<file path="src/rtl/gpio_result_reporter_pkg.sv">
// gpio_report_pkg: shared definitions for the GPIO result reporter.
//   - phase codes driven on mprj_io[37:36]
//   - reporter FSM state type and FIFO entry layout
//   - error codes shown on the value field in the ERROR phase
//   - bit positions of the phase field inside io_out_o
package gpio_report_pkg;

  localparam logic [1:0] PH_IDLE    = 2'b00;
  localparam logic [1:0] PH_STARTED = 2'b01;
  localparam logic [1:0] PH_DATA    = 2'b10;
  localparam logic [1:0] PH_ERROR   = 2'b11;

  localparam logic [15:0] ERR_CODE_FATAL = 16'hDEAD;
  localparam logic [15:0] ERR_CODE_WDOG  = 16'hBEEF;

  localparam int unsigned PHASE_MSB = 17;
  localparam int unsigned PHASE_LSB = 16;

  typedef enum logic [2:0] {
    ST_IDLE,
    ST_ANNOUNCE,
    ST_WAIT,
    ST_DATA,
    ST_GAP,
    ST_ERROR
  } report_state_t;

  typedef struct packed {
    logic        last;
    logic [15:0] data;
  } report_entry_t;

  function automatic logic [1:0] phase_of(input report_state_t s);
    case (s)
      ST_ANNOUNCE, ST_WAIT: phase_of = PH_STARTED;
      ST_DATA:              phase_of = PH_DATA;
      ST_ERROR:             phase_of = PH_ERROR;
      default:              phase_of = PH_IDLE;
    endcase
  endfunction

endpackage

</file>
<file path="src/rtl/gpio_result_reporter_fifo.sv">
// report_fifo: single-clock synchronous FIFO buffering result entries.
// Ports:
//   i_clk, i_rst   clock, synchronous active-high reset (empties the FIFO)
//   i_flush        discard all entries (same effect as reset, wins over push)
//   i_push/i_wdata write an entry; accepted when not full, or when full and
//                  a pop happens in the same cycle
//   i_pop          remove the head entry (ignored when empty)
//   o_rdata        head entry (valid while !o_empty)
//   o_full/o_empty occupancy flags
module report_fifo #(
  parameter int unsigned DEPTH = 4,
  parameter int unsigned WIDTH = 17
) (
  input  logic             i_clk,
  input  logic             i_rst,
  input  logic             i_flush,
  input  logic             i_push,
  input  logic [WIDTH-1:0] i_wdata,
  input  logic             i_pop,
  output logic [WIDTH-1:0] o_rdata,
  output logic             o_full,
  output logic             o_empty
);

  localparam int unsigned AW = $clog2(DEPTH);
  localparam logic [AW:0] PTR_ONE = {{AW{1'b0}}, 1'b1};

  logic [WIDTH-1:0] r_mem [DEPTH];
  logic [AW:0]      r_wptr;
  logic [AW:0]      r_rptr;
  logic             w_do_push;
  logic             w_do_pop;

  // Extra pointer MSB distinguishes full from empty when the indices match.
  assign o_empty   = (r_wptr == r_rptr);
  assign o_full    = (r_wptr[AW] != r_rptr[AW]) && (r_wptr[AW-1:0] == r_rptr[AW-1:0]);
  assign w_do_pop  = i_pop && !o_empty;
  assign w_do_push = i_push && (!o_full || w_do_pop);
  assign o_rdata   = r_mem[r_rptr[AW-1:0]];

  always_ff @(posedge i_clk) begin
    if (i_rst || i_flush) begin
      r_wptr <= '0;
      r_rptr <= '0;
    end else begin
      if (w_do_push) r_wptr <= r_wptr + PTR_ONE;
      if (w_do_pop)  r_rptr <= r_rptr + PTR_ONE;
    end
  end

  always_ff @(posedge i_clk) begin
    if (w_do_push) r_mem[r_wptr[AW-1:0]] <= i_wdata;
  end

endmodule

</file>
<file path="src/rtl/gpio_result_reporter.sv">
// gpio_result_reporter: presents buffered test result words on the user
// project status pins mprj_io[37:20] with stable hold/gap timing.
// Ports:
//   wb_clk_i, wb_rst_i   clock, synchronous active-high reset
//   start_i              pulse, begins a report session (IDLE only)
//   res_valid_i/res_ready_o/res_data_i/res_last_i  result word stream
//   err_i                pulse, fatal error -> sticky ERROR phase
//   io_out_o             [17:16] phase, [15:0] value (registered)
//   io_oeb_o             pad output enables, all driven (0)
//   busy_o               session in progress
//   words_sent_o         data words presented this session (saturating)
// Optional: define GPIO_REPORTER_WATCHDOG_EN to abort a session that sits
// in WAIT for WDOG_CYCLES cycles (ERROR with value 16'hBEEF).
module gpio_result_reporter
  import gpio_report_pkg::*;
#(
  parameter int unsigned HOLD_CYCLES = 64,
  parameter int unsigned GAP_CYCLES  = 16,
  parameter int unsigned FIFO_DEPTH  = 4,
  parameter int unsigned WDOG_CYCLES = 100000
) (
  input  logic        wb_clk_i,
  input  logic        wb_rst_i,
  input  logic        start_i,
  input  logic        res_valid_i,
  output logic        res_ready_o,
  input  logic [15:0] res_data_i,
  input  logic        res_last_i,
  input  logic        err_i,
  output logic [17:0] io_out_o,
  output logic [17:0] io_oeb_o,
  output logic        busy_o,
  output logic [15:0] words_sent_o
);

  if (HOLD_CYCLES < 1 || GAP_CYCLES < 1 || FIFO_DEPTH < 2 ||
      (FIFO_DEPTH & (FIFO_DEPTH - 1)) != 0 || WDOG_CYCLES < 1) begin : g_bad_params
    $error("gpio_result_reporter: invalid parameter set");
  end

  localparam int unsigned CNT_MAX = (HOLD_CYCLES > GAP_CYCLES) ? HOLD_CYCLES : GAP_CYCLES;
  localparam int unsigned CNT_W   = $clog2(CNT_MAX + 1);
  localparam logic [CNT_W-1:0] HOLD_LD = CNT_W'(HOLD_CYCLES);
  localparam logic [CNT_W-1:0] GAP_LD  = CNT_W'(GAP_CYCLES);
  localparam logic [CNT_W-1:0] CNT_ONE = CNT_W'(1);

  report_state_t r_state, w_next;
  logic [CNT_W-1:0] r_cnt, w_cnt_next;
  report_entry_t    r_word, w_head;
  logic [15:0]      r_err_code, w_err_code;
  logic [15:0]      r_words;
  logic [17:0]      r_io;
  logic             w_pop, w_push, w_flush, w_full, w_empty;

`ifdef GPIO_REPORTER_WATCHDOG_EN
  localparam int unsigned WDOG_W = $clog2(WDOG_CYCLES + 1);
  localparam logic [WDOG_W-1:0] WDOG_LAST = WDOG_W'(WDOG_CYCLES - 1);
  localparam logic [WDOG_W-1:0] WDOG_ONE  = WDOG_W'(1);
  logic [WDOG_W-1:0] r_wdog;

  // Held at zero outside WAIT, so every entry to WAIT starts a fresh count.
  always_ff @(posedge wb_clk_i) begin
    if (wb_rst_i || r_state != ST_WAIT) r_wdog <= '0;
    else                                r_wdog <= r_wdog + WDOG_ONE;
  end
`endif

  always_comb begin
    w_next     = r_state;
    w_cnt_next = r_cnt;
    w_pop      = 1'b0;
    w_err_code = r_err_code;
    if (err_i && r_state != ST_ERROR) begin
      w_next     = ST_ERROR;
      w_err_code = ERR_CODE_FATAL;
    end else begin
      case (r_state)
        ST_IDLE: begin
          if (start_i) begin
            w_next     = ST_ANNOUNCE;
            w_cnt_next = HOLD_LD;
          end
        end
        ST_ANNOUNCE: begin
          if (r_cnt == CNT_ONE) w_next = ST_WAIT;
          else                  w_cnt_next = r_cnt - CNT_ONE;
        end
        ST_WAIT: begin
          if (!w_empty) begin
            w_pop      = 1'b1;
            w_next     = ST_DATA;
            w_cnt_next = HOLD_LD;
          end
`ifdef GPIO_REPORTER_WATCHDOG_EN
          else if (r_wdog == WDOG_LAST) begin
            w_next     = ST_ERROR;
            w_err_code = ERR_CODE_WDOG;
          end
`endif
        end
        ST_DATA: begin
          if (r_cnt == CNT_ONE) begin
            w_next     = ST_GAP;
            w_cnt_next = GAP_LD;
          end else begin
            w_cnt_next = r_cnt - CNT_ONE;
          end
        end
        ST_GAP: begin
          if (r_cnt == CNT_ONE) w_next = r_word.last ? ST_IDLE : ST_WAIT;
          else                  w_cnt_next = r_cnt - CNT_ONE;
        end
        ST_ERROR: w_next = ST_ERROR;
        default:  w_next = ST_IDLE;
      endcase
    end
  end

  // A pop in the same cycle frees a slot, so a full FIFO can still accept.
  assign w_flush     = (w_next == ST_ERROR);
  assign res_ready_o = (r_state != ST_ERROR) && (!w_full || w_pop);
  assign w_push      = res_valid_i && res_ready_o;

  report_fifo #(
    .DEPTH(FIFO_DEPTH),
    .WIDTH(17)
  ) u_fifo (
    .i_clk   (wb_clk_i),
    .i_rst   (wb_rst_i),
    .i_flush (w_flush),
    .i_push  (w_push),
    .i_wdata ({res_last_i, res_data_i}),
    .i_pop   (w_pop),
    .o_rdata (w_head),
    .o_full  (w_full),
    .o_empty (w_empty)
  );

  // io_out_o is derived from the current state, so it trails state entry by
  // one cycle and stays constant for the whole hold/gap window.
  always_ff @(posedge wb_clk_i) begin
    if (wb_rst_i) begin
      r_state    <= ST_IDLE;
      r_cnt      <= '0;
      r_word     <= '0;
      r_err_code <= ERR_CODE_FATAL;
      r_words    <= '0;
      r_io       <= '0;
    end else begin
      r_state    <= w_next;
      r_cnt      <= w_cnt_next;
      r_err_code <= w_err_code;
      if (w_pop) r_word <= w_head;
      if (r_state == ST_IDLE && w_next == ST_ANNOUNCE) r_words <= '0;
      else if (w_pop && r_words != '1)                 r_words <= r_words + 16'd1;
      case (r_state)
        ST_IDLE, ST_ANNOUNCE: r_io <= {phase_of(r_state), 16'h0000};
        ST_WAIT, ST_GAP:      r_io[PHASE_MSB:PHASE_LSB] <= phase_of(r_state);
        ST_DATA:              r_io <= {PH_DATA, r_word.data};
        ST_ERROR:             r_io <= {PH_ERROR, r_err_code};
        default:              r_io <= '0;
      endcase
    end
  end

  assign io_out_o     = r_io;
  assign io_oeb_o     = '0;
  assign busy_o       = (r_state == ST_ANNOUNCE) || (r_state == ST_WAIT) ||
                        (r_state == ST_DATA) || (r_state == ST_GAP);
  assign words_sent_o = r_words;

endmodule

</file>
<file path="config.mk">
export PLATFORM = sky130hd
export DESIGN_NAME = gpio_result_reporter
export DESIGN_NICKNAME = d
export VERILOG_FILES = /design/src/rtl/gpio_result_reporter_pkg.sv /design/src/rtl/gpio_result_reporter_fifo.sv /design/src/rtl/gpio_result_reporter.sv
export SDC_FILE = /design/constraint.sdc
export NUM_CORES = 1
export LEC_CHECK = 0
export CORE_ASPECT_RATIO = 0.7
export CORE_UTILIZATION = 51
export CTS_CLUSTER_DIAMETER = 120
export DETAILED_ROUTE_END_ITERATION = 12
export PLACE_DENSITY_LB_ADDON = 0.1
export SETUP_SLACK_MARGIN = 0.02
export SLEW_MARGIN = 0
export SYNTH_ARGS = -nofsm -noshare
export SYNTH_HDL_FRONTEND = slang
export SYNTH_SLANG_ARGS = --single-unit
</file>
<file path="constraint.sdc">
create_clock -name wb_clk_i -period 2.9 [get_ports wb_clk_i]
set_input_delay 0.58 -clock wb_clk_i [delete_from_list [all_inputs] [get_ports wb_clk_i]]
set_output_delay 0.58 -clock wb_clk_i [all_outputs]
set_load 0.005 [all_outputs]
</file>
Word-level counts from Yosys, hierarchy flattened

Memory sizes are Yosys's and may differ from the RTL's. A register that Yosys moved wholly into a read port is not among the register bits.
Cells that the tools add are included.

Bits in registers: 50
Bits in writable memories: 68
Bits of input ports: 22
Output and inout port bits: 54
Word-level logic and storage cells: 74
Memories kept: 1

Add/subtract/negate cells: 4
Equality and inequality tests: 16
Muxes and demuxes: 21
Bitwise gates (word level): 1
Reductions and logical operators: 24

Memories:

| memory       | words | width | rd ports | clocked after memory_dff | write ports | RTL line                        | source |
|---|---|---|---|---|---|---|---|
| u_fifo.r_mem | 4     | 17    | 1        | 1                        | 1           | gpio_result_reporter_fifo.sv:28 | `logic [WIDTH-1:0] r_mem [DEPTH];` |

Operator list:

| kind                    | count |
|---|---|
| $pmux W16 S3            | 1 |
| $mux W7                 | 4 |
| $pmux W7 S4             | 1 |
| $mux W3                 | 6 |
| $pmux W3 S6             | 1 |
| $add A16 B1 Y16 const B | 1 |
| $ne A16 B16 Y1 const B  | 1 |
| $eq A3 B3 Y1 const B    | 3 |
| $logic_and A1 B1 Y1     | 8 |
| $reduce_or A2 Y1        | 4 |
| $eq A7 B1 Y1 const B    | 1 |
| $sub A7 B1 Y7 const B   | 1 |
| $add A3 B1 Y3 const B   | 2 |
| $eq A3 B1 Y1 const B    | 2 |
| $eq A3 B2 Y1 const B    | 2 |
| $logic_or A1 B1 Y1      | 6 |
| $mux W1                 | 6 |
| $ne A2 B2 Y1 const B    | 3 |
| $pmux W2 S3             | 1 |
| $reduce_and A5 Y1       | 1 |
| $reduce_bool A4 Y1      | 1 |
| $reduce_or A4 Y1        | 1 |
| $eq A3 B3 Y1            | 1 |
| $logic_not A3 Y1        | 1 |
| other kinds (6)         | 7 |

Longest topological paths before layout

Depth after elaboration: 10
Gate-level depth with buffers: 8

By module

From an unflattened synthesis, not the netlist that was laid out.

Cell total of the unflattened synthesis: 492
Area, all modules: 5811.8 um2

Modules (own cells, without submodules):

| module               | times used | cells each | area each (um2) | sequential area each (um2) |
|---|---|---|---|---|
| report_fifo          | 1          | 144        | 2935.3          | 2202.1 |
| gpio_result_reporter | 1          | 348        | 2876.5          | 1221.2 |

Worst setup path before layout

OpenSTA, ideal clock, no wires.

Path type: input to register
Start: input err_i
End: memory u_fifo.r_mem[3][0], enable pin
Arrival time: 2.129 ns
Required time: 2.499 ns
Setup slack: 0.370 ns
Stages on the path: 4
Path buffers: 1
Cells stage by stage: clkbuf_1 -> nor2_1 -> a2111oi_2 -> o22ai_1

Cells in the longest elaborated chain, start to end: 8
Elaborated cells between the ends (all ways): 10
Classes of those cells: 3 x mux; 7 x reduce/logical

RTL lines:

| element                           | RTL line                        | source |
|---|---|---|
| start, declared                   | gpio_result_reporter.sv:29      | `input logic err_i,` |
| $logic_and A1 B1 Y1 (*)           | gpio_result_reporter.sv:73      | `if (err_i && r_state != ST_ERROR) begin` |
| $mux W1 (*)                       | gpio_result_reporter.sv:73      |  |
| $logic_or A1 B1 Y1                | gpio_result_reporter.sv:121     | `assign res_ready_o = (r_state != ST_ERROR) && (!w_full \|\| w_pop);` |
| $logic_and A1 B1 Y1               | gpio_result_reporter.sv:121     |  |
| $logic_and A1 B1 Y1               | gpio_result_reporter.sv:122     | `assign w_push = res_valid_i && res_ready_o;` |
| $logic_and A1 B1 Y1 (*)           | gpio_result_reporter_fifo.sv:38 | `assign w_do_push = i_push && (!o_full \|\| w_do_pop);` |
| $mux W1 (*)                       | gpio_result_reporter_fifo.sv:52 | `if (w_do_push) r_mem[r_wptr[AW-1:0]] <= i_wdata;` |
| $mux W1 (implied by the code) (*) | gpio_result_reporter_fifo.sv:52 |  |
| end, declared                     | gpio_result_reporter_fifo.sv:28 |  |

Mark *: on every way between the ends. The rest lies on a longest branch, timed or not.

Worst setup path after layout

Start: input err_i
End: output res_ready_o

Cells in the longest elaborated chain, start to end: 4

RTL lines:

| element             | RTL line                    | source |
|---|---|---|
| $logic_and A1 B1 Y1 | gpio_result_reporter.sv:73  |  |
| $mux W1             | gpio_result_reporter.sv:73  |  |
| $logic_or A1 B1 Y1  | gpio_result_reporter.sv:121 |  |
| $logic_and A1 B1 Y1 | gpio_result_reporter.sv:121 |  |
| end, declared       | gpio_result_reporter.sv:26  | `output logic res_ready_o,` |

Every way passes these cells.

==> results.sh <==
export IMPL_antenna_violating_nets_post_route=0
export IMPL_grt_setup_unrepaired="no"
export IMPL_cts_made_buffers=17
export IMPL_non_filler_cells_in_the_finished_layout=731
export IMPL_combPwrFrac_pct=8.4
export IMPL_worst_r2r_cell_count=4
export IMPL_finalCriticalPeriod_ns=2.72
export IMPL_power_share_switching_pct=24.6
export IMPL_finClkSkew_ns=0.0158
export IMPL_cts_max_path_buffers=2
export IMPL_initial_antenna_violation_count=0
export IMPL_dr_max_layer_used="met4"
export IMPL_initial_utilization_pct=52.8
export IMPL_gp_congestion=0.788
export IMPL_detailroute_via_count=3865
export IMPL_max_slew_worst_pin_slew_ns=1.10
export IMPL_finish_net_count=595
export IMPL_met2WireLength_um=4980
export IMPL_synth_edf_count=68
export IMPL_startpoint_type="input port"
export IMPL_grt_max_degree=29
export IMPL_antenna_diode_count=0
export IMPL_yosys_register_bits=135
export IMPL_drt_pass1_iterations=5
export IMPL_hold_path_endpoint="r_word[14]$_SDFFE_PP0P_"
export IMPL_buffer_ports_inserted=57
export IMPL_syn_inst=500
export IMPL_route_met3_wl_um=530
export IMPL_multi_input_area_sq_mm=0.00226
export IMPL_total_leakage_power_uw=0.00236
export IMPL_fillCellCount=891
export IMPL_p_per_area_mw_per_mm2=627
export IMPL_met1Wirelength_um=5740
export IMPL_clk_transition_reported_paths_ns=0.06
export IMPL_run_status="complete, no violations"
export IMPL_final_min_period_over_clock_period_pct=93.9
export IMPL_async_reset_ff_share_pct=0
export IMPL_seq_power_share_pct=47.6
export IMPL_final_max_slew_viol_count=0
export IMPL_max_freq_ghz=0.367
export IMPL_ys_dominant_reg_cell="edfxtp_1"
export IMPL_cts_tree="yes"
export IMPL_final_seq_area_sq_mm=0.00338
export IMPL_total_number_of_clock_tree_sinks=135
export IMPL_placement_cell_area_sq_mm=0.00655
export IMPL_vdd_ir_drop_max_uv=462
export IMPL_globalRouteTotalUtil_pct=21.3
export IMPL_totalNegativeSetupSlack_ns=0
export IMPL_dieWidth_um=130
export IMPL_worstHoldPathCells=2
export IMPL_dieHeight_um=91.7
export IMPL_design_area_sq_mm=0.00710
export IMPL_timing_rr_start="u_fifo.r_wptr[0]$_SDFFE_PP0N_"
export IMPL_power_total_uw=4450
export IMPL_final_report_setup_violation_count=0
export IMPL_net_switching_power_uw=1090
export IMPL_finalHoldViolations=0
export IMPL_final_util_pct=64.0
export IMPL_vias_per_cell=5.29
export IMPL_critical_path_peak_fanout=2
export IMPL_p_int_uw=3350
export IMPL_grt_pass1_vias=3817
export IMPL_clock_insertion_delay_worst_skew_ns=0.41
export IMPL_globalRouteOverflowTotal=0
export IMPL_worst_setup_path_type="input port to output port"
export IMPL_layout_drive_gt1_share_pct=13.5
export IMPL_synth_area_per_cell_sq_um=11.7
export IMPL_max_cap_viol_count=0
export IMPL_synthesis_area_sq_mm=0.00586
export IMPL_r2r_end="u_fifo.r_mem[3][2]$_DFFE_PP_"
export IMPL_dp_cells=699
export IMPL_detailedPlacementHpwl_um=7680
export IMPL_holdCritPathClass="register to register"
export IMPL_std_cell_rows=32
export IMPL_remaining_drc_errors=0
export IMPL_dr_wl_cell_um=15.5
export IMPL_synthesis_yosys_warnings=0
export IMPL_die_area_sq_mm=0.0119
export IMPL_boundaryPins=76
export IMPL_synthDistinctLibCells=62
export IMPL_timing_critical_path_required_ns=2.32
export IMPL_arrival_ns=2.14
export IMPL_htreeDepth=4
export IMPL_first_iter_violations=282
export IMPL_cts_hold_fix_buffers=0
export IMPL_hp_start="r_word[14]$_SDFFE_PP0P_"
export IMPL_synthToLayoutAreaGrowth_pct=21.1
export IMPL_register_to_register_setup_slack_ns=0.59
export IMPL_seq_area_frac_synth_pct=57.7
export IMPL_remaining_max_slew_budget_at_the_tightest_pin_pct=27.0
export IMPL_clock_power_share_pct=44.0
export IMPL_global_route_wire_length_before_repair_um=19200
export IMPL_drt_total_wl_um=11300
export IMPL_setup_worst_path_end_class="output port"
export IMPL_core_region_area_sq_mm=0.0111
export IMPL_clockRootBuffer="clkbuf_16"
==> area by class of cell <==
cell class,count,share of cell area (%)
sequential,135,47.7
timing repair buffer,72,9.63
clock inverter,15,1.62
multi-input combinational,328,31.8
tap,153,2.70
inverter,11,0.582
clock buffer,17,6.00
==> sequential cells by signal, summed over array words and instances, names as in the netlist <==
name           cells
u_fifo.r_mem      68
io_out_o          18
r_word            17
words_sent_o      16
r_cnt              7
r_state            3
u_fifo.r_rptr      3
u_fifo.r_wptr      3
==> cell usage in the layout (no fill, tap or decap), types with 3 or more instances in the layout <==
cell / synthesis / layout
conb_1: 1 / 18
edfxtp_1: 68 / 68
buf_4: 19 / 15
clkbuf_16: 0 / 17
and2_1: 6 / 6
o31ai_1: 3 / 3
a21o_1: 3 / 3
nor4_1: 9 / 9
inv_1: 10 / 10
a21oi_1: 40 / 40
mux4_2: 16 / 16
xnor2_1: 20 / 20
inv_6: 0 / 6
a211oi_1: 3 / 3
nor3b_1: 4 / 4
nand3_1: 9 / 9
nor3_1: 21 / 20
nand2_1: 48 / 48
xor2_2: 3 / 3
nand2b_1: 18 / 18
clkdlybuf4s50_1: 0 / 57
ha_1: 8 / 8
a22oi_1: 5 / 5
nand4_1: 10 / 10
dfxtp_1: 67 / 67
nor2_1: 43 / 43
==> metal layers <==
metal,vias to the layer above,track usage (%)
li1,1917,-
met1,1843,31.5
met4,0,6.49
met3,2,4.61
met5,-,0
met2,103,31.3
==> Yosys cell counts, types with 2 or more instances <==
| cell type | count | area (sq um) |
|---|---|---|
| a211oi_1 | 3 | 22.5 |
| mux4_2 | 16 | 360 |
| nand3_1 | 9 | 45.0 |
| buf_4 | 19 | 143 |
| ha_1 | 8 | 100 |
| o31a_1 | 2 | 17.5 |
| inv_1 | 10 | 37.5 |
| xor2_2 | 3 | 48.8 |
| a21o_1 | 3 | 22.5 |
| o31ai_1 | 3 | 22.5 |
| buf_1 | 3 | 11.3 |
| nor4_1 | 9 | 56.3 |
| clkbuf_1 | 13 | 48.8 |
| xnor2_1 | 20 | 175 |
| edfxtp_1 | 68 | 2040 |
| nand2_1 | 48 | 180 |
| nor4_2 | 2 | 25.0 |
| nor3b_1 | 4 | 30.0 |
| a21oi_1 | 40 | 200 |
| dfxtp_1 | 67 | 1340 |
| nand4_1 | 10 | 62.6 |
| and4_1 | 2 | 17.5 |
| nor3_1 | 21 | 105 |
| a211o_1 | 2 | 17.5 |
| buf_2 | 6 | 30.0 |
| nand2b_1 | 18 | 113 |
| or2_2 | 2 | 12.5 |
| o21ai_0 | 2 | 10.0 |
| or4_1 | 2 | 15.0 |
| a22oi_1 | 5 | 37.5 |
| and2_1 | 6 | 37.5 |
| buf_6 | 2 | 22.5 |
| nor2_1 | 43 | 161 |
==> repair_timing <==
item / CTS / global route
setup buffers: 0 / 0
gates resized for setup: 0 / 1
setup endpoints to repair: 0 / 1
==> how the worst max path moves through the flow <==
stage | start | to | slack, ns | cells past startpoint
4_1_cts | u_fifo.r_wptr[0]$_SDFFE_PP0N_ | res_ready_o | 0.13 | 5
6_report | err_i | res_ready_o | 0.18 | 5
5_1_grt | u_fifo.r_wptr[1]$_SDFFE_PP0N_ | res_ready_o | 0.07 | 5
3_3_place_gp | err_i | res_ready_o | 0.15 | 5
2_1_floorplan | err_i | u_fifo.r_mem[3][0]$_DFFE_PP_ | 0.37 | 4
3_5_place_dp | err_i | res_ready_o | 0.16 | 5
==> through the flow <==
step | hold WS, ns | setup slack, ns
floorplan | 0.431 | 0.370
global placement | 0.442 | 0.151
detailed placement | 0.443 | 0.164
CTS | 0.450 | 0.128
global route | 0.465 | 0.0666
finish | 0.449 | 0.176
==> power by group through the flow <==
stage	Sequential, uW	Combinational, uW	Clock, uW
final	2120	374	1960
after global routing	2120	423	2070
after CTS	2120	376	1990
after detailed placement	2160	373	0
after global placement	2150	368	0
after floorplan	2150	261	0
==> kinds of logic after synthesis <==
group / synth area share (%)
buf+inv: 5.06
simple gates: 15.8
other cells: 0.0640
compound gates: 8.92
flops: 57.7
fa+ha+maj: 1.71
mux: 6.77
xor+xnor: 3.97
==> worst max-delay path, stage by stage <==
cell and delay, ns:
clkdlybuf4s50_1 0.48, nor2_1 0.07, a2111oi_2 0.40, o21ai_0 0.14
clkdlybuf4s50_1 0.48
Note: power is estimated with default switching activity, not from simulation.
